<file path="src/rtl/lsu_pkg.sv">
// lsu_pkg: size encodings, FSM state type and lane helpers shared by the
// load/store unit and its lane alignment logic.
package lsu_pkg;

  localparam logic [1:0] SZ_BYTE = 2'b00;
  localparam logic [1:0] SZ_HALF = 2'b01;
  localparam logic [1:0] SZ_WORD = 2'b10;

  typedef enum logic [1:0] {
    IDLE = 2'b00,
    RD   = 2'b01,
    WR   = 2'b10,
    RESP = 2'b11
  } lsu_state_t;

  localparam logic [31:0] BYTE_MASK = 32'h0000_00ff;
  localparam logic [31:0] HALF_MASK = 32'h0000_ffff;

  // Bit offset of the addressed lane; halfwords only look at addr[1].
  function automatic logic [4:0] lane_shift(input logic [1:0] size, input logic [1:0] lane);
    lane_shift = (size == SZ_HALF) ? {lane[1], 4'b0000} : {lane, 3'b000};
  endfunction

endpackage

</file>
<file path="src/rtl/lsu_lane_align.sv">
// lsu_lane_align: little-endian lane extraction for sub-word loads (with
// sign/zero extension) and lane merge for read-modify-write stores.
module lsu_lane_align
  import lsu_pkg::*;
(
  input  logic [1:0]  size,
  input  logic [1:0]  lane,
  input  logic        is_unsigned,
  input  logic [31:0] rdata,
  input  logic [31:0] wdata,
  output logic [31:0] load_data,
  output logic [31:0] merged_data
);

  logic [4:0]  shift;
  logic [7:0]  byte_sel;
  logic [15:0] half_sel;

  assign shift    = lane_shift(size, lane);
  assign byte_sel = rdata[{lane, 3'b000} +: 8];
  assign half_sel = lane[1] ? rdata[31:16] : rdata[15:0];

  // Pick the addressed lane for loads and splice the new lane into the old word for stores.
  always_comb begin
    load_data   = rdata;
    merged_data = wdata;
    case (size)
      SZ_BYTE: begin
        load_data   = is_unsigned ? {24'h0, byte_sel} : {{24{byte_sel[7]}}, byte_sel};
        merged_data = (rdata & ~(BYTE_MASK << shift)) | ((wdata & BYTE_MASK) << shift);
      end
      SZ_HALF: begin
        load_data   = is_unsigned ? {16'h0, half_sel} : {{16{half_sel[15]}}, half_sel};
        merged_data = (rdata & ~(HALF_MASK << shift)) | ((wdata & HALF_MASK) << shift);
      end
      default: begin
        load_data   = rdata;
        merged_data = wdata;
      end
    endcase
  end

endmodule

</file>
<file path="src/rtl/load_store_unit.sv">
// load_store_unit: drives the word-addressed data memory for one load/store
// request at a time and returns a one-cycle response.
// Define LSU_SUBWORD_EN to enable byte/halfword accesses (including
// read-modify-write stores); without it only word accesses are legal.
module load_store_unit
  import lsu_pkg::*;
#(
  parameter int MEM_WORDS = 256
)
(
  input  logic        clock,
  input  logic        reset,
  input  logic        req_valid,
  output logic        req_ready,
  input  logic        req_write,
  input  logic [1:0]  req_size,
  input  logic        req_unsigned,
  input  logic [31:0] req_addr,
  input  logic [31:0] req_wdata,
  output logic        resp_valid,
  output logic [31:0] resp_rdata,
  output logic        resp_err,
  output logic        mem_read,
  output logic        mem_write,
  output logic [31:0] mem_addr,
  output logic [31:0] mem_wdata,
  input  logic [31:0] mem_rdata
);

  localparam logic [31:0] ADDR_LIMIT = 32'(MEM_WORDS * 4);

  lsu_state_t state;
  logic       req_error;

`ifdef LSU_SUBWORD_EN
  logic        r_write;
  logic [1:0]  r_size;
  logic        r_unsigned;
  logic [1:0]  r_lane;
  logic [31:0] r_wdata;
  logic [31:0] load_data;
  logic [31:0] merged_data;

  lsu_lane_align u_align (
    .size        (r_size),
    .lane        (r_lane),
    .is_unsigned (r_unsigned),
    .rdata       (mem_rdata),
    .wdata       (r_wdata),
    .load_data   (load_data),
    .merged_data (merged_data)
  );
`else
  logic unused_req_unsigned;
  assign unused_req_unsigned = req_unsigned;
`endif

  assign req_ready = (state == IDLE) & ~reset;
  assign mem_read  = (state == RD) & ~reset;
  assign mem_write = (state == WR) & ~reset;

  // Reject reserved sizes, misaligned accesses and addresses past the end of memory.
  always_comb begin
    req_error = (req_addr >= ADDR_LIMIT);
`ifdef LSU_SUBWORD_EN
    if (req_size == SZ_HALF && req_addr[0])
      req_error = 1'b1;
    else if (req_size == SZ_WORD && req_addr[1:0] != 2'b00)
      req_error = 1'b1;
    else if (req_size != SZ_BYTE && req_size != SZ_HALF && req_size != SZ_WORD)
      req_error = 1'b1;
`else
    if (req_size != SZ_WORD || req_addr[1:0] != 2'b00)
      req_error = 1'b1;
`endif
  end

  // Request FSM: capture on accept, access memory, then pulse the response.
  always_ff @(posedge clock) begin
    if (reset) begin
      state      <= IDLE;
      resp_valid <= 1'b0;
      resp_rdata <= 32'h0;
      resp_err   <= 1'b0;
      mem_addr   <= 32'h0;
      mem_wdata  <= 32'h0;
`ifdef LSU_SUBWORD_EN
      r_write    <= 1'b0;
      r_size     <= SZ_WORD;
      r_unsigned <= 1'b0;
      r_lane     <= 2'b00;
      r_wdata    <= 32'h0;
`endif
    end else begin
      resp_valid <= 1'b0;
      case (state)
        IDLE: begin
          if (req_valid) begin
            mem_addr  <= {req_addr[31:2], 2'b00};
            mem_wdata <= req_wdata;
`ifdef LSU_SUBWORD_EN
            r_write    <= req_write;
            r_size     <= req_size;
            r_unsigned <= req_unsigned;
            r_lane     <= req_addr[1:0];
            r_wdata    <= req_wdata;
`endif
            if (req_error) begin
              resp_valid <= 1'b1;
              resp_err   <= 1'b1;
              resp_rdata <= 32'h0;
              state      <= RESP;
            end else if (req_write && req_size == SZ_WORD) begin
              state <= WR;
            end else begin
              state <= RD;
            end
          end
        end
        RD: begin
`ifdef LSU_SUBWORD_EN
          if (r_write) begin
            mem_wdata <= merged_data;
            state     <= WR;
          end else begin
            resp_valid <= 1'b1;
            resp_err   <= 1'b0;
            resp_rdata <= load_data;
            state      <= RESP;
          end
`else
          resp_valid <= 1'b1;
          resp_err   <= 1'b0;
          resp_rdata <= mem_rdata;
          state      <= RESP;
`endif
        end
        WR: begin
          resp_valid <= 1'b1;
          resp_err   <= 1'b0;
          resp_rdata <= 32'h0;
          state      <= RESP;
        end
        RESP: begin
          state <= IDLE;
        end
        default: begin
          state <= IDLE;
        end
      endcase
    end
  end

endmodule

</file>
<file path="config.mk">
export PLATFORM = sky130hd
export DESIGN_NAME = load_store_unit
export DESIGN_NICKNAME = d
export VERILOG_FILES = /design/src/rtl/lsu_pkg.sv /design/src/rtl/lsu_lane_align.sv /design/src/rtl/load_store_unit.sv
export SDC_FILE = /design/constraint.sdc
export NUM_CORES = 1
export LEC_CHECK = 0
export CAP_MARGIN = 20
export CELL_PAD_IN_SITES_DETAIL_PLACEMENT = 0
export CELL_PAD_IN_SITES_GLOBAL_PLACEMENT = 1
export CORE_MARGIN = 5
export CORE_UTILIZATION = 30
export DETAILED_ROUTE_END_ITERATION = 6
export GPL_ROUTABILITY_DRIVEN = 0
export PLACE_DENSITY = 0.87
export SETUP_SLACK_MARGIN = 0.02
export SLEW_MARGIN = 10
export SYNTH_ARGS = -nofsm -noshare
export SYNTH_HDL_FRONTEND = slang
export SYNTH_SLANG_ARGS = --single-unit
</file>
<file path="constraint.sdc">
create_clock -name clock -period 2.4 [get_ports clock]
set_input_delay 0.48 -clock clock [delete_from_list [all_inputs] [get_ports clock]]
set_output_delay 0.48 -clock clock [all_outputs]
set_load 0.05 [all_outputs]
</file>
---- Word level (Yosys, flattened, before mapping) ----
Index checks and enable logic that the tools add are counted.
W data, S select, Z words.
cells by class
  equal/unequal tests ..................... 7
  muxes and demuxes ....................... 14
  add/subtract/negate cells ............... 0
  multiply operators ...................... 0
  bitwise logic cells ..................... 4
  div/mod/pow operators ................... 0
  shift-type cells ........................ 0
  magnitude comparators ................... 1
  reduce and logical (&&, ||, !) cells .... 10
operators by type and width
  cell                    count
  $pmux W32 S3            1
  $mux W32                2
  $ge A32 B11 Y1 const B  1
  $eq A2 B2 Y1 const B    3
  $mux W2                 3
  $ne A2 B2 Y1 const B    3
  $pmux W2 S3             1
  $reduce_and A3 Y1       2
  $mux W1                 5
  $pmux W1 S2             2
  $reduce_bool A2 Y1      2
  $and A1 B1 Y1           3
  $reduce_bool A3 Y1      1
  $eq A2 B1 Y1 const B    1
  $logic_not A2 Y1        1
  $reduce_and A2 Y1       1
  $reduce_or A2 Y1        1
  $logic_and A1 B1 Y1     1
  $logic_or A1 B1 Y1      1
  $not A1 Y1              1
word-level totals
  word-level logic and storage cells ...... 42
  flip-flop bits (word level) ............. 98
  ROM bits ................................ 0
  memories kept ........................... 0
  bits in latches ......................... 0
  bits in writable memories ............... 0
  input bits .............................. 103

---- Depth between registers and ports, before layout ----
Gate-level depths: netlist (run 1).
  word-level depth ........................ 6
  mapped depth ............................ 8
  mapped depth without buffers ............ 5

---- Worst setup path before layout (run 1) ----
OpenSTA, ideal clock, no wires.
  path type ............................... input port to output port
  from .................................... in reset
  to ...................................... out mem_write
  data required time ...................... 1920 ps
  arrival time ............................ 1539 ps
  cell stages on the path ................. 3
  setup slack ............................. 381 ps
  cells stage by stage .................... clkbuf_1 > clkbuf_1 > nor2b_1
on the way
  word-level cells in the longest chain between the ends .. 2
RTL lines
  what                line                   text
  start: declaration  load_store_unit.sv:12  input logic reset,
  $not A1 Y1          load_store_unit.sv:60  assign mem_write = (state == WR) & ~reset;
  $and A1 B1 Y1       load_store_unit.sv:60
  end: declaration    load_store_unit.sv:24  output logic mem_write,
No other way between the ends.

---- Final worst setup path (run 1) ----
  from .................................... reg state[0]
  to ...................................... out req_ready
on the way
  word-level cells in the longest chain between the ends .. 2
RTL lines
  what                      line                    text
  start: declaration        load_store_unit.sv:32   lsu_state_t state;
  start signal: assignment  load_store_unit.sv:81   state <= IDLE;
  start signal: assignment  load_store_unit.sv:112  state <= RESP;
  start signal: assignment  load_store_unit.sv:114  state <= WR;
  $logic_not A2 Y1          load_store_unit.sv:58   assign req_ready = (state == IDLE) & ~reset;
  $and A1 B1 Y1             load_store_unit.sv:58
  end: declaration          load_store_unit.sv:14   output logic req_ready,
No other way between the ends.

==> results of run 1 <==
==> state kept, by name, indices dropped and copies added, names as in the netlist <==
register and count:
resp_err 1, resp_valid 1, state 2, mem_wdata 32
resp_rdata 32, mem_addr 30
==> worst max-delay path, delay by kind of cell (launching register included) <==
family	cells	cell delay, ps
fa+ha+maj	1	360
buf+inv	2	350
flops	1	330
simple gates	1	260
==> through the flow <==
stage	cells	cell area [um2]	power [W]	setup TNS (ps)
2_1_floorplan	457	3890	0.00429	0
3_3_place_gp	806	6030	0.00523	0
3_5_place_dp	806	6030	0.00529	-414
4_1_cts	822	6320	0.00677	0
5_1_grt	822	6320	0.00703	0
6_report	822	6320	0.00666	0
==> cells in the final DEF, fill, tap and decap left out, types with 2 or more instances in the layout <==
cell type	netlist	routed
sky130_fd_sc_hd__clkbuf_16	0	9
sky130_fd_sc_hd__clkbuf_1	23	3
sky130_fd_sc_hd__nand3_1	2	2
sky130_fd_sc_hd__nand2b_1	32	32
sky130_fd_sc_hd__o21ai_0	3	3
sky130_fd_sc_hd__clkdlybuf4s50_1	0	196
sky130_fd_sc_hd__nor2b_1	4	3
sky130_fd_sc_hd__clkbuf_8	0	2
sky130_fd_sc_hd__nand2_1	158	157
sky130_fd_sc_hd__a21oi_1	64	64
sky130_fd_sc_hd__nor4_1	3	3
sky130_fd_sc_hd__buf_12	3	3
sky130_fd_sc_hd__conb_1	1	2
sky130_fd_sc_hd__ha_1	4	4
sky130_fd_sc_hd__nor4_2	2	2
sky130_fd_sc_hd__mux2i_1	32	32
sky130_fd_sc_hd__buf_4	2	11
sky130_fd_sc_hd__dfxtp_1	98	98
sky130_fd_sc_hd__inv_1	4	4
==> per-layer routing <==
metal	routed length, um	part of all wire, %
met1	4710	40
met2	5750	49
met3	1120	9.5
met4	149	1.3
met5	0	0
==> path summary, 6_finish.rpt <==
path                                                     to  cells after the start  slack [ps]
worst max-delay path                              req_ready                      4         290
worst min-delay path             mem_wdata[26]$_SDFFE_PP0P_                      2         450
worst max register to register  resp_rdata[21]$_SDFFE_PP0P_                      6         630
worst min register to register   mem_wdata[26]$_SDFFE_PP0P_                      2         450
==> cell families after synthesis <==
| logic type | after synthesis | share of synthesized area, % |
|---|---|---|
| flip-flops | 98 | 50.5 |
| buffers and inverters | 38 | 5.32 |
| AO/OA/AOI/OAI | 74 | 10.2 |
| multiplexers | 32 | 8.25 |
| other | 1 | 0.0966 |
| adder cells (fa/ha/maj) | 4 | 1.29 |
| AND/OR/NAND/NOR | 209 | 24.3 |
==> synth_stat cells <==
| master | n |
|---|---|
| sky130_fd_sc_hd__nor4_2 | 2 |
| sky130_fd_sc_hd__a21o_1 | 1 |
| sky130_fd_sc_hd__nor4_1 | 3 |
| sky130_fd_sc_hd__nand4_1 | 1 |
| sky130_fd_sc_hd__nand3_1 | 2 |
| sky130_fd_sc_hd__mux2i_1 | 32 |
| sky130_fd_sc_hd__inv_1 | 4 |
| sky130_fd_sc_hd__a311oi_1 | 1 |
| sky130_fd_sc_hd__nand2b_1 | 32 |
| sky130_fd_sc_hd__dfxtp_1 | 98 |
| sky130_fd_sc_hd__or4_1 | 1 |
| sky130_fd_sc_hd__clkbuf_1 | 23 |
| sky130_fd_sc_hd__o21ai_0 | 3 |
| sky130_fd_sc_hd__buf_2 | 6 |
| sky130_fd_sc_hd__o22ai_1 | 1 |
| sky130_fd_sc_hd__buf_4 | 2 |
| sky130_fd_sc_hd__nor3b_1 | 1 |
| sky130_fd_sc_hd__nor2_1 | 1 |
| sky130_fd_sc_hd__ha_1 | 4 |
| sky130_fd_sc_hd__a211oi_1 | 1 |
| sky130_fd_sc_hd__a21oi_1 | 64 |
| sky130_fd_sc_hd__buf_12 | 3 |
| sky130_fd_sc_hd__o21ai_4 | 1 |
| sky130_fd_sc_hd__nor4_4 | 1 |
| sky130_fd_sc_hd__and3_1 | 1 |
| sky130_fd_sc_hd__nand4_2 | 1 |
| sky130_fd_sc_hd__conb_1 | 1 |
| sky130_fd_sc_hd__nand2_1 | 158 |
| sky130_fd_sc_hd__o2111ai_1 | 1 |
| sky130_fd_sc_hd__and2_1 | 1 |
| sky130_fd_sc_hd__a31oi_1 | 1 |
| sky130_fd_sc_hd__nor2b_1 | 4 |
==> power groups by stage <==
stage / registers (W) / clock network [W] / logic, W
2_1_floorplan: 0.00312 / 0 / 0.00117
3_3_place_gp: 0.00212 / 0 / 0.00311
3_5_place_dp: 0.00213 / 0 / 0.00316
4_1_cts: 0.00210 / 0.00151 / 0.00317
5_1_grt: 0.00214 / 0.00157 / 0.00332
6_report: 0.00209 / 0.00145 / 0.00312
==> layout make-up <==
cell class	count	area [um2]	area share, %
sequential	98	1960	31.0
timing repair buffer	211	2110	33.4
multi-input combinational	321	1720	27.3
clock buffer	14	264	4.17
tap	172	215	3.40
inverter	4	15.0	0.237
clock inverter	2	35.0	0.554
==> summary.json, run 1 <==
{
  "outcome": {
    "outcome": "finished clean"
  },
  "global_routing": {
    "vias_in_the_first_global_route": 3740,
    "grt.total_usage_pct": 15.1,
    "grt_overflow": 0,
    "grt_first_pass_wirelength_mm": 18.1,
    "met3_usage_pct": 5.81,
    "grt_use_met2_pct": 25.9,
    "globalRouteMet1Util_pct": 16.9,
    "antenna_found_initial": 0,
    "grt_most_used_layer": "met2",
    "grt_start_max_net_pins": 46
  },
  "drt": {
    "number_of_detailed_routing_iterations_run_before_antenna_repair": 4,
    "vias_per_cell": 4.53,
    "drt_iter0_markers": 173,
    "drt-wirelength-per-cell_um": 14.3,
    "drc": 0,
    "ant_nets": 0,
    "route.final.wire_length_mm": 11.7,
    "routed_via_count": 3723
  },
  "timing": {
    "setup_viol": 0,
    "peak_freq_ghz": 0.474,
    "final_max_slew_viol_count": 0,
    "fin_skew_ps": 4.49,
    "timing.final.crit_share_pct": 88.0,
    "finalHoldViolCount": 0,
    "worst-slew-pin-transition_ps": 544,
    "timing.final.ws_setup_ps": 289,
    "finalHoldWorstSlack_ps": 452,
    "max_slew_margin_pct": 63.6,
    "grt_setup_unrepaired": "false",
    "fin_crit_ps": 2110
  },
  "synth": {
    "mappedNetlistArea_um2": 3880,
    "netlist.area_leader.share_pct": 50.5,
    "cell_variety_after_synth": 32,
    "ys_seq_elements": 98,
    "yosys-top-cells-area": "sky130_fd_sc_hd__dfxtp_1, sky130_fd_sc_hd__nand2_1, sky130_fd_sc_hd__a21oi_1",
    "synth_cells": 456,
    "post-synth-top-area-cell": "sky130_fd_sc_hd__dfxtp_1",
    "yosys_warnings": 0,
    "synthesis.area_per_instance_um2": 8.51,
    "synth.yosys.seq_area_share_pct": 50.5
  },
  "power": {
    "p_comb_share_pct": 46.8,
    "p_leak_nw": 2.29,
    "p_seq_share_pct": 31.4,
    "p_sw_share_pct": 41.2,
    "clock_power_share_pct": 21.8,
    "vdd.ir_drop.worst_v": 0.000453,
    "p_switching_w": 0.00274,
    "internal_power_w": 0.00392,
    "power.density_nw_per_um2": 1050
  },
  "layout": {
    "area_growth_pct": 62.9,
    "nFillCells": 1215,
    "num_antenna_cells": 0,
    "drive_above_1_share_pct": 5.54,
    "fin_nets": 752,
    "fin_util_pct": 49.9
  },
  "clock_network": {
    "post_cts.resized_instances": 0,
    "cts.reportedPaths.clkPinSlew_ps": 60,
    "worstSkewPairLatency_ps": 340,
    "h-tree-depth": 3,
    "clk_path_buf_depth": 2,
    "cts-hold-fix-buffers": 0,
    "cts_made_buffers": 9,
    "cts_post_setup_buffers_inserted": 0,
    "tritoncts_clock_tree": "built",
    "master_cell_of_the_clock_root_buffer": "sky130_fd_sc_hd__clkbuf_16",
    "clkSinkCount": 98
  },
  "floorplan": {
    "num_rows": 41,
    "die_width_um": 124,
    "floorplan.die_area_um2": 15300,
    "floorplan.io_pins": 204,
    "initial_core_util_pct": 30.6,
    "core_region_area_um2": 12700,
    "floorplan.die.height_um": 124
  },
  "placement": {
    "post_place_setup_slack_ps": -39.3,
    "port_buffers": 200,
    "dpl.hpwl_mm": 8.87
  },
  "critical_path": {
    "end_kind": "output port",
    "crit_required_ps": 1920,
    "worstPathCellList": "inv_1 -> ha_1 -> nor2b_1 -> buf_4",
    "delay_of_the_slowest_cell_on_the_worst_path_ps": 360,
    "crit_path_start_kind": "register",
    "arrival_ps": 1630,
    "path_max_fanout": 10,
    "crit_slowest_cell": "sky130_fd_sc_hd__ha_1",
    "crit_type": "register to output port",
    "critical_path.reg2reg.startpoint": "state[0]$_SDFFE_PP0P_",
    "setup.worst_path.start": "state[0]$_SDFFE_PP0P_"
  },
  "min_path": {
    "timing.hold.worst.start": "mem_wdata[26]$_SDFFE_PP0P_",
    "worst_hold_path_type": "register to register"
  },
  "job": {
    "max-cap-violations": 0
  }
}
Note: power is estimated with default switching activity, not from simulation.
==> run 2: changes to the inputs <==
GPL_TIMING_DRIVEN = 0   (was default)
REMOVE_ABC_BUFFERS = 1   (was default)
==> run 2 against run 1 <==
  * Non-clock buffer count down 2
  * Fmax down 5.7%
  * Die area unchanged
  * Clock power hardly changed
  * Count of clock-buffer cells in the layout decreased by 1
  * Register-to-register slack got worse by 230 ps
  * Combinational power rose by 4%
  * Sequential power barely moved
  * First-iteration DRC count is 50% higher
  * Flip-flop and latch count is the same
  * Sequential share of layout area shrank 0.40 points
  * Critical path type unchanged
  * Largest cell class unchanged
==> summary.json, run 2 (synthesized netlist as in run 1, its figures left out) <==
{
  "placement": {
    "post_place_setup_slack": {"value": -603, "unit": "ps", "change": "-564 ps"},
    "port_buffers": {"value": 200, "change": "unchanged"},
    "dpl.hpwl": {"value": 8.64, "unit": "mm", "change": "-2.6%"}
  },
  "power": {
    "vdd.ir_drop.worst": {"value": 0.000445, "unit": "V", "change": "-1.7%"},
    "report.power.total": {"value": 0.00682, "unit": "W", "change": "+2.4%"},
    "p_leak": {"value": 2.32, "unit": "nW", "change": "+1.5%"},
    "power.density": {"value": 1060, "unit": "nW/um2", "change": "+1.0%"}
  },
  "layout": {
    "fin_nets": {"value": 751, "change": "-0.13%"},
    "drive_above_1_share": {"value": 5.86, "unit": "%", "change": "+0.33 points"},
    "largest_registers": "mem_wdata: 32 flops, resp_rdata: 32 flops, mem_addr: 30 flops",
    "num_antenna_cells": {"value": 0, "change": "unchanged"},
    "final_cell_mix": "sky130_fd_sc_hd__clkdlybuf4s50_1, sky130_fd_sc_hd__nand2_1, sky130_fd_sc_hd__dfxtp_1",
    "area_growth_pct": 65.0,
    "mostFrequentLayoutCell": "sky130_fd_sc_hd__clkdlybuf4s50_1"
  },
  "job": {
    "max-cap-violations": {"value": 0, "change": "unchanged"}
  },
  "drt": {
    "ant_nets": {"value": 0, "change": "unchanged"},
    "drc": {"value": 0, "change": "unchanged"},
    "route.final.wire_length": {"value": 11.7, "unit": "mm", "change": "-0.33%"},
    "drt_iter0_markers": {"value": 260, "change": "+50%"},
    "number_of_detailed_routing_iterations_run_before_antenna_repair": {"value": 4, "change": "unchanged"},
    "routed_via_count": {"value": 3741, "change": "+0.48%"},
    "drt-wirelength-per-cell": {"value": 14.2, "unit": "um", "change": "about the same"},
    "vias_per_cell": {"value": 4.56, "change": "+0.73%"}
  },
  "timing": {
    "final_max_slew_viol_count": {"value": 0, "change": "unchanged"},
    "fin_skew": {"value": 6.31, "unit": "ps", "change": "+1.82 ps"},
    "finalHoldWorstSlack": {"value": 454, "unit": "ps", "change": "+2.26 ps"},
    "timing.final.crit_share": {"value": 93.2, "unit": "%", "change": "+5.3 points"},
    "grt_setup_unrepaired": "false",
    "max_slew_margin": {"value": 51.7, "unit": "%", "change": "-12 points"},
    "timing.final.ws_setup": {"value": 162, "unit": "ps", "change": "-127 ps"},
    "finalHoldViolCount": {"value": 0, "change": "unchanged"},
    "worst-slew-pin-transition": {"value": 721, "unit": "ps", "change": "+177 ps"},
    "setup_viol": {"value": 0, "change": "unchanged"},
    "peak_freq": {"value": 0.447, "unit": "GHz", "change": "-5.7%"},
    "fin_crit": {"value": 2240, "unit": "ps", "change": "+127 ps"}
  },
  "critical_path": {
    "path_max_fanout": {"value": 10, "change": "unchanged"},
    "ff2ff_path_depth": {"value": 6, "change": "unchanged"},
    "crit_type": "register to output port",
    "crit_required": {"value": 1920, "unit": "ps", "change": "about the same"},
    "reg2reg_slack": {"value": 400, "unit": "ps", "change": "-230 ps"},
    "crit_path_start_kind": "register",
    "end_kind": "output port",
    "arrival": {"value": 1760, "unit": "ps", "change": "+130 ps"}
  },
  "outcome": {
    "outcome": "finished clean"
  },
  "floorplan": {
    "core_region_area": {"value": 12700, "unit": "um2", "change": "unchanged"},
    "num_rows": {"value": 41, "change": "unchanged"},
    "floorplan.io_pins": {"value": 204, "change": "unchanged"},
    "die_width": {"value": 124, "unit": "um", "change": "unchanged"},
    "floorplan.die_area": {"value": 15300, "unit": "um2", "change": "unchanged"},
    "floorplan.die.height": {"value": 124, "unit": "um", "change": "unchanged"},
    "initial_core_util": {"value": 30.6, "unit": "%", "change": "unchanged"}
  },
  "clock_network": {
    "clk_path_buf_depth": {"value": 2, "change": "unchanged"},
    "cts.reportedPaths.clkPinSlew": {"value": 60, "unit": "ps", "change": "about the same"},
    "tritoncts_clock_tree": "built",
    "clkSinkCount": {"value": 98, "change": "unchanged"},
    "h-tree-depth": {"value": 3, "change": "unchanged"},
    "master_cell_of_the_clock_root_buffer": "sky130_fd_sc_hd__clkbuf_16",
    "cts_made_buffers": {"value": 9, "change": "unchanged"},
    "worstSkewPairLatency": {"value": 340, "unit": "ps", "change": "about the same"}
  },
  "min_path": {
    "worst_hold_path_type": "register to register",
    "worst_hold_path.num_cells": {"value": 2, "change": "unchanged"}
  },
  "global_routing": {
    "vias_in_the_first_global_route": {"value": 3678, "change": "-1.7%"},
    "grt.total_usage": {"value": 14.9, "unit": "%", "change": "-0.26 points"},
    "grt_first_pass_wirelength": {"value": 18.0, "unit": "mm", "change": "-0.84%"},
    "antenna_found_initial": {"value": 0, "change": "unchanged"},
    "grt_start_max_net_pins": {"value": 88, "change": "+91%"},
    "grt_overflow": {"value": 0, "change": "unchanged"}
  }
}
==> run 2: cell count changes in the layout (fill, tap and decap cells not counted), moves of 2 or more <==
cell                              before  now
sky130_fd_sc_hd__buf_16                0    3
sky130_fd_sc_hd__buf_4                11    5
sky130_fd_sc_hd__clkbuf_1              3    1
sky130_fd_sc_hd__clkdlybuf4s15_2       0    2
sky130_fd_sc_hd__nor4_1                3    1
sky130_fd_sc_hd__nor4_2                2    4
==> run 2: worst paths after layout <==
kind                                   from                        end
hold / removal    mem_wdata[4]$_SDFFE_PP0P_  mem_wdata[4]$_SDFFE_PP0P_
setup / recovery      state[0]$_SDFFE_PP0P_                  req_ready
setup reg to reg      state[0]$_SDFFE_PP0P_      resp_valid$_SDFF_PP0_
hold reg to reg   mem_wdata[4]$_SDFFE_PP0P_  mem_wdata[4]$_SDFFE_PP0P_
==> run 2: what timing repair did <==
action,in CTS,in global routing
setup endpoints to repair,15,16
hold buffers,0,0
gates resized for setup,8,2
gates cloned,1,0
hold endpoints to repair,0,0
buffers inserted,0,4
pin swaps,0,1
==> run 2: power breakdown <==
group,internal (W),leakage (nW),switching [W]
sequential,0.00194,0.800,0.000160
clock,0.000886,0.152,0.000588
combinational,0.00121,1.37,0.00204
total,0.00404,2.32,0.00278
==> run 2: metrics by stage <==
| stage | cell area, um2 | setup TNS (ps) | utilization (%) | instances |
|---|---|---|---|---|
| final | 6410 | 0 | 50.6 | 820 |
| after floorplan | 3690 | -5840 | - | 423 |
| after global routing | 6410 | 0 | 50.6 | 820 |
| after CTS | 6370 | 0 | 50.3 | 816 |
| after global placement | 5910 | -192630 | 46.7 | 795 |
| after detailed placement | 6040 | -10890 | 47.7 | 800 |
==> run 2: per-layer routing <==
metal	track usage (%)	wire length, um
met1	16.5	4730
met2	25.1	5420
met3	6.09	1300
met4	6.16	232
met5	0	0
==> run 2: area by class of cell <==
| type | count | area, um2 |
|---|---|---|
| fill | 1211 | 6260 |
| timing repair buffer | 209 | 2160 |
| sequential | 98 | 1960 |
| multi-input combinational | 322 | 1750 |
| clock buffer | 13 | 270 |
| tap | 172 | 215 |
| clock inverter | 2 | 35.0 |
| inverter | 4 | 15.0 |
==> run 2: worst max-delay path, cell delays in order (launching register included) <==
cell and delay [ps]:
sky130_fd_sc_hd__dfxtp_1 330, sky130_fd_sc_hd__inv_1 110, sky130_fd_sc_hd__ha_2 300, sky130_fd_sc_hd__nor2b_1 260, sky130_fd_sc_hd__clkdlybuf4s15_2 410
==> run 3: changes to the inputs <==
CORE_MARGIN = default   (was 5)
CTS_CLUSTER_SIZE = 40   (was default)
==> run 3 against run 2 <==
  * Clock power about the same
  * Highest routed layer unchanged
  * Largest cell class unchanged
  * Combinational power decreased by 2%
  * Non-clock buffer count increased by 2
  * First-iteration DRC count decreased by 35%
  * Register-to-register slack improved by 20 ps
  * Sequential share of layout area increased by 0.11 points
  * Sequential power about the same
==> summary.json, run 3 (synthesized netlist as in run 1, its figures left out) <==
{
  "outcome": {
    "outcome": "finished clean"
  },
  "power": {
    "p_sw_share": {"value": 41.1, "unit": "%", "change": "+0.32 points"},
    "vdd.ir_drop.worst": {"value": 0.000537, "unit": "V", "change": "+21%"},
    "p_switching": {"value": 0.00279, "unit": "W", "change": "about the same"},
    "internal_power": {"value": 0.00399, "unit": "W", "change": "-1.2%"},
    "p_comb_share": {"value": 47.2, "unit": "%", "change": "-0.4 points"},
    "power.density": {"value": 1060, "unit": "nW/um2", "change": "-0.33%"},
    "p_seq_share": {"value": 30.9, "unit": "%", "change": "about the same"},
    "p_leak": {"value": 2.31, "unit": "nW", "change": "-0.66%"},
    "clock_power_share": {"value": 21.9, "unit": "%", "change": "+0.3 points"}
  },
  "global_routing": {
    "grt_start_max_net_pins": {"value": 62, "change": "-30%"},
    "vias_in_the_first_global_route": {"value": 3379, "change": "-8.1%"},
    "grt_first_pass_wirelength": {"value": 16.8, "unit": "mm", "change": "-6.8%"},
    "antenna_found_initial": {"value": 0, "change": "unchanged"},
    "grt_overflow": {"value": 0, "change": "unchanged"},
    "grt.total_usage": {"value": 16.1, "unit": "%", "change": "+1.2 points"}
  },
  "drt": {
    "number_of_detailed_routing_iterations_run_before_antenna_repair": {"value": 4, "change": "unchanged"},
    "ant_nets": {"value": 0, "change": "unchanged"},
    "drt-wirelength-per-cell": {"value": 13.1, "unit": "um", "change": "-7.9%"},
    "vias_per_cell": {"value": 4.47, "change": "-2.0%"},
    "route.final.wire_length": {"value": 10.8, "unit": "mm", "change": "-7.6%"},
    "drt_iter0_markers": {"value": 168, "change": "-35%"},
    "routed_via_count": {"value": 3679, "change": "-1.7%"},
    "drc": {"value": 0, "change": "unchanged"}
  },
  "timing": {
    "timing.final.ws_setup": {"value": 180, "unit": "ps", "change": "+18.1 ps"},
    "grt_setup_unrepaired": "false",
    "fin_skew": {"value": 9.22, "unit": "ps", "change": "+2.91 ps"},
    "setup_viol": {"value": 0, "change": "unchanged"},
    "peak_freq": {"value": 0.451, "unit": "GHz", "change": "+0.82%"},
    "timing.final.crit_share": {"value": 92.5, "unit": "%", "change": "-0.76 points"},
    "finalHoldViolCount": {"value": 0, "change": "unchanged"},
    "max_slew_margin": {"value": 61.8, "unit": "%", "change": "+10 points"},
    "worst-slew-pin-transition": {"value": 567, "unit": "ps", "change": "-154 ps"},
    "final_max_slew_viol_count": {"value": 0, "change": "unchanged"},
    "fin_crit": {"value": 2220, "unit": "ps", "change": "-18.1 ps"}
  },
  "layout": {
    "finish.instance_area": {"value": 6380, "unit": "um2", "change": "-0.35%"},
    "mostFrequentLayoutCell": "sky130_fd_sc_hd__clkdlybuf4s50_1",
    "final_cell_mix": "sky130_fd_sc_hd__clkdlybuf4s50_1, sky130_fd_sc_hd__nand2_1, sky130_fd_sc_hd__dfxtp_1",
    "drive_above_1_share": {"value": 5.99, "unit": "%", "change": "+0.13 points"},
    "num_antenna_cells": {"value": 0, "change": "unchanged"},
    "largest_registers": "mem_wdata: 32 flops, resp_rdata: 32 flops, mem_addr: 30 flops",
    "nFillCells": {"value": 1245, "change": "+2.8%"},
    "fin_nets": {"value": 753, "change": "+0.27%"},
    "area_growth_pct": 64.5
  },
  "critical_path": {
    "arrival": {"value": 1740, "unit": "ps", "change": "-20 ps"},
    "crit_type": "register to output port",
    "crit_required": {"value": 1920, "unit": "ps", "change": "about the same"},
    "end_kind": "output port",
    "path_max_fanout": {"value": 10, "change": "unchanged"},
    "crit_slowest_cell": "sky130_fd_sc_hd__clkdlybuf4s15_2",
    "setup.worst_path.start": "state[0]$_SDFFE_PP0P_",
    "timing.critical_path.max_delay_family": "buffers and inverters",
    "worstPathCellList": "inv_1 -> ha_2 -> nor2b_1 -> clkdlybuf4s15_2",
    "critical_path.reg2reg.startpoint": "state[0]$_SDFFE_PP0P_",
    "delay_of_the_slowest_cell_on_the_worst_path": {"value": 410, "unit": "ps", "change": "about the same"},
    "cp.buffers_inverters": {"value": 2, "change": "unchanged"},
    "crit_path_start_kind": "register"
  },
  "clock_network": {
    "clkSinkCount": {"value": 98, "change": "unchanged"},
    "master_cell_of_the_clock_root_buffer": "sky130_fd_sc_hd__clkbuf_16",
    "worstSkewPairLatency": {"value": 350, "unit": "ps", "change": "about the same"},
    "cts_made_buffers": {"value": 9, "change": "unchanged"},
    "cts-hold-fix-buffers": {"value": 0, "change": "unchanged"},
    "cts.reportedPaths.clkPinSlew": {"value": 70, "unit": "ps", "change": "about the same"},
    "h-tree-depth": {"value": 3, "change": "unchanged"},
    "tritoncts_clock_tree": "built",
    "clk_path_buf_depth": {"value": 2, "change": "unchanged"}
  },
  "floorplan": {
    "core_region_area": {"value": 12600, "unit": "um2", "change": "-0.40%"},
    "num_rows": {"value": 41, "change": "unchanged"},
    "die_width": {"value": 116, "unit": "um", "change": "-6.5%"},
    "floorplan.die_area": {"value": 13400, "unit": "um2", "change": "-13%"},
    "floorplan.io_pins": {"value": 204, "change": "unchanged"},
    "floorplan.die.height": {"value": 116, "unit": "um", "change": "-6.5%"},
    "initial_core_util": {"value": 30.8, "unit": "%", "change": "+0.12 points"}
  },
  "placement": {
    "dpl.hpwl": {"value": 7.56, "unit": "mm", "change": "-12%"},
    "detailed_place.area": {"value": 6020, "unit": "um2", "change": "-0.35%"},
    "post_place_setup_slack": {"value": -820, "unit": "ps", "change": "-217 ps"},
    "port_buffers": {"value": 200, "change": "unchanged"}
  },
  "min_path": {
    "worst_hold_path_type": "register to register",
    "timing.hold.worst.start": "mem_addr[25]$_SDFFE_PP0P_"
  },
  "job": {
    "max-cap-violations": {"value": 0, "change": "unchanged"}
  }
}
## run 3: cell types whose count changed in the layout (fill, tap and decap cells not counted), sizes merged
cell / change
buf: +3
clkbuf: -1
clkdlybuf4s15: -1
clkinvlp: +2
dlygate4sd2: +1
dlymetal6s2s: -1
## run 3: worst min-delay path: cells and delay by family, from the launching register on
kind | cells | cell delay, ps
AO/OA/AOI/OAI | 1 | 50
flip-flops | 1 | 310
AND/OR/NAND/NOR | 1 | 50
## run 3: stage by stage
stage               instances  total power [W]  TNS (ps)  util, %  hold WS (ps)
floorplan                 423          0.00411     -5840        -           549
global placement          795          0.00515   -191140     46.8           443
detailed placement        800          0.00527    -15100     47.7           446
CTS                       820          0.00682         0     50.4           455
global route              823          0.00714         0     50.6           469
finish                    823          0.00677         0     50.6           453
## run 3: per-layer routing
metal / track usage [%] / wire length, um / share of wire, % / vias up
met3: 5.70 / 1010 / 9.4 / 13
li1: - / - / - / 1863
met4: 6.92 / 181 / 1.7 / 0
met5: 0 / 0 / 0 / -
met2: 26.5 / 5020 / 46 / 146
met1: 18.8 / 4580 / 42 / 1657
## run 3: final cells by class
| class | instances | area [um2] | area share [%] |
|---|---|---|---|
| clock buffer | 12 | 256 | 4.02 |
| clock inverter | 4 | 50.0 | 0.784 |
| inverter | 4 | 15.0 | 0.235 |
| multi-input combinational | 322 | 1740 | 27.3 |
| sequential | 98 | 1960 | 30.7 |
| tap | 172 | 215 | 3.37 |
| timing repair buffer | 211 | 2150 | 33.6 |
## run 3: repair_timing
item / CTS / global route
endpoints found under the hold margin: 0 / 0
setup buffers: 3 / 3
gates cloned: 1 / 0
pin swaps: 1 / 0
endpoints found under the setup margin: 24 / 2
resized for setup: 10 / 1
## run 3: final timing paths
| check | to | slack, ps | depth (start not counted) |
|---|---|---|---|
| setup / recovery | req_ready | 180 | 4 |
| hold / removal | mem_addr[25]$_SDFFE_PP0P_ | 450 | 2 |
| setup reg to reg | resp_valid$_SDFF_PP0_ | 420 | 6 |
| hold reg to reg | mem_addr[25]$_SDFFE_PP0P_ | 450 | 2 |
## run 3: power groups by stage
stage               Sequential [W]  Clock, W  Combinational [W]
floorplan                  0.00312         0           0.000989
global placement           0.00212         0            0.00303
detailed placement         0.00213         0            0.00314
global route               0.00213   0.00160            0.00341
CTS                        0.00210   0.00152            0.00320
finish                     0.00209   0.00148            0.00320
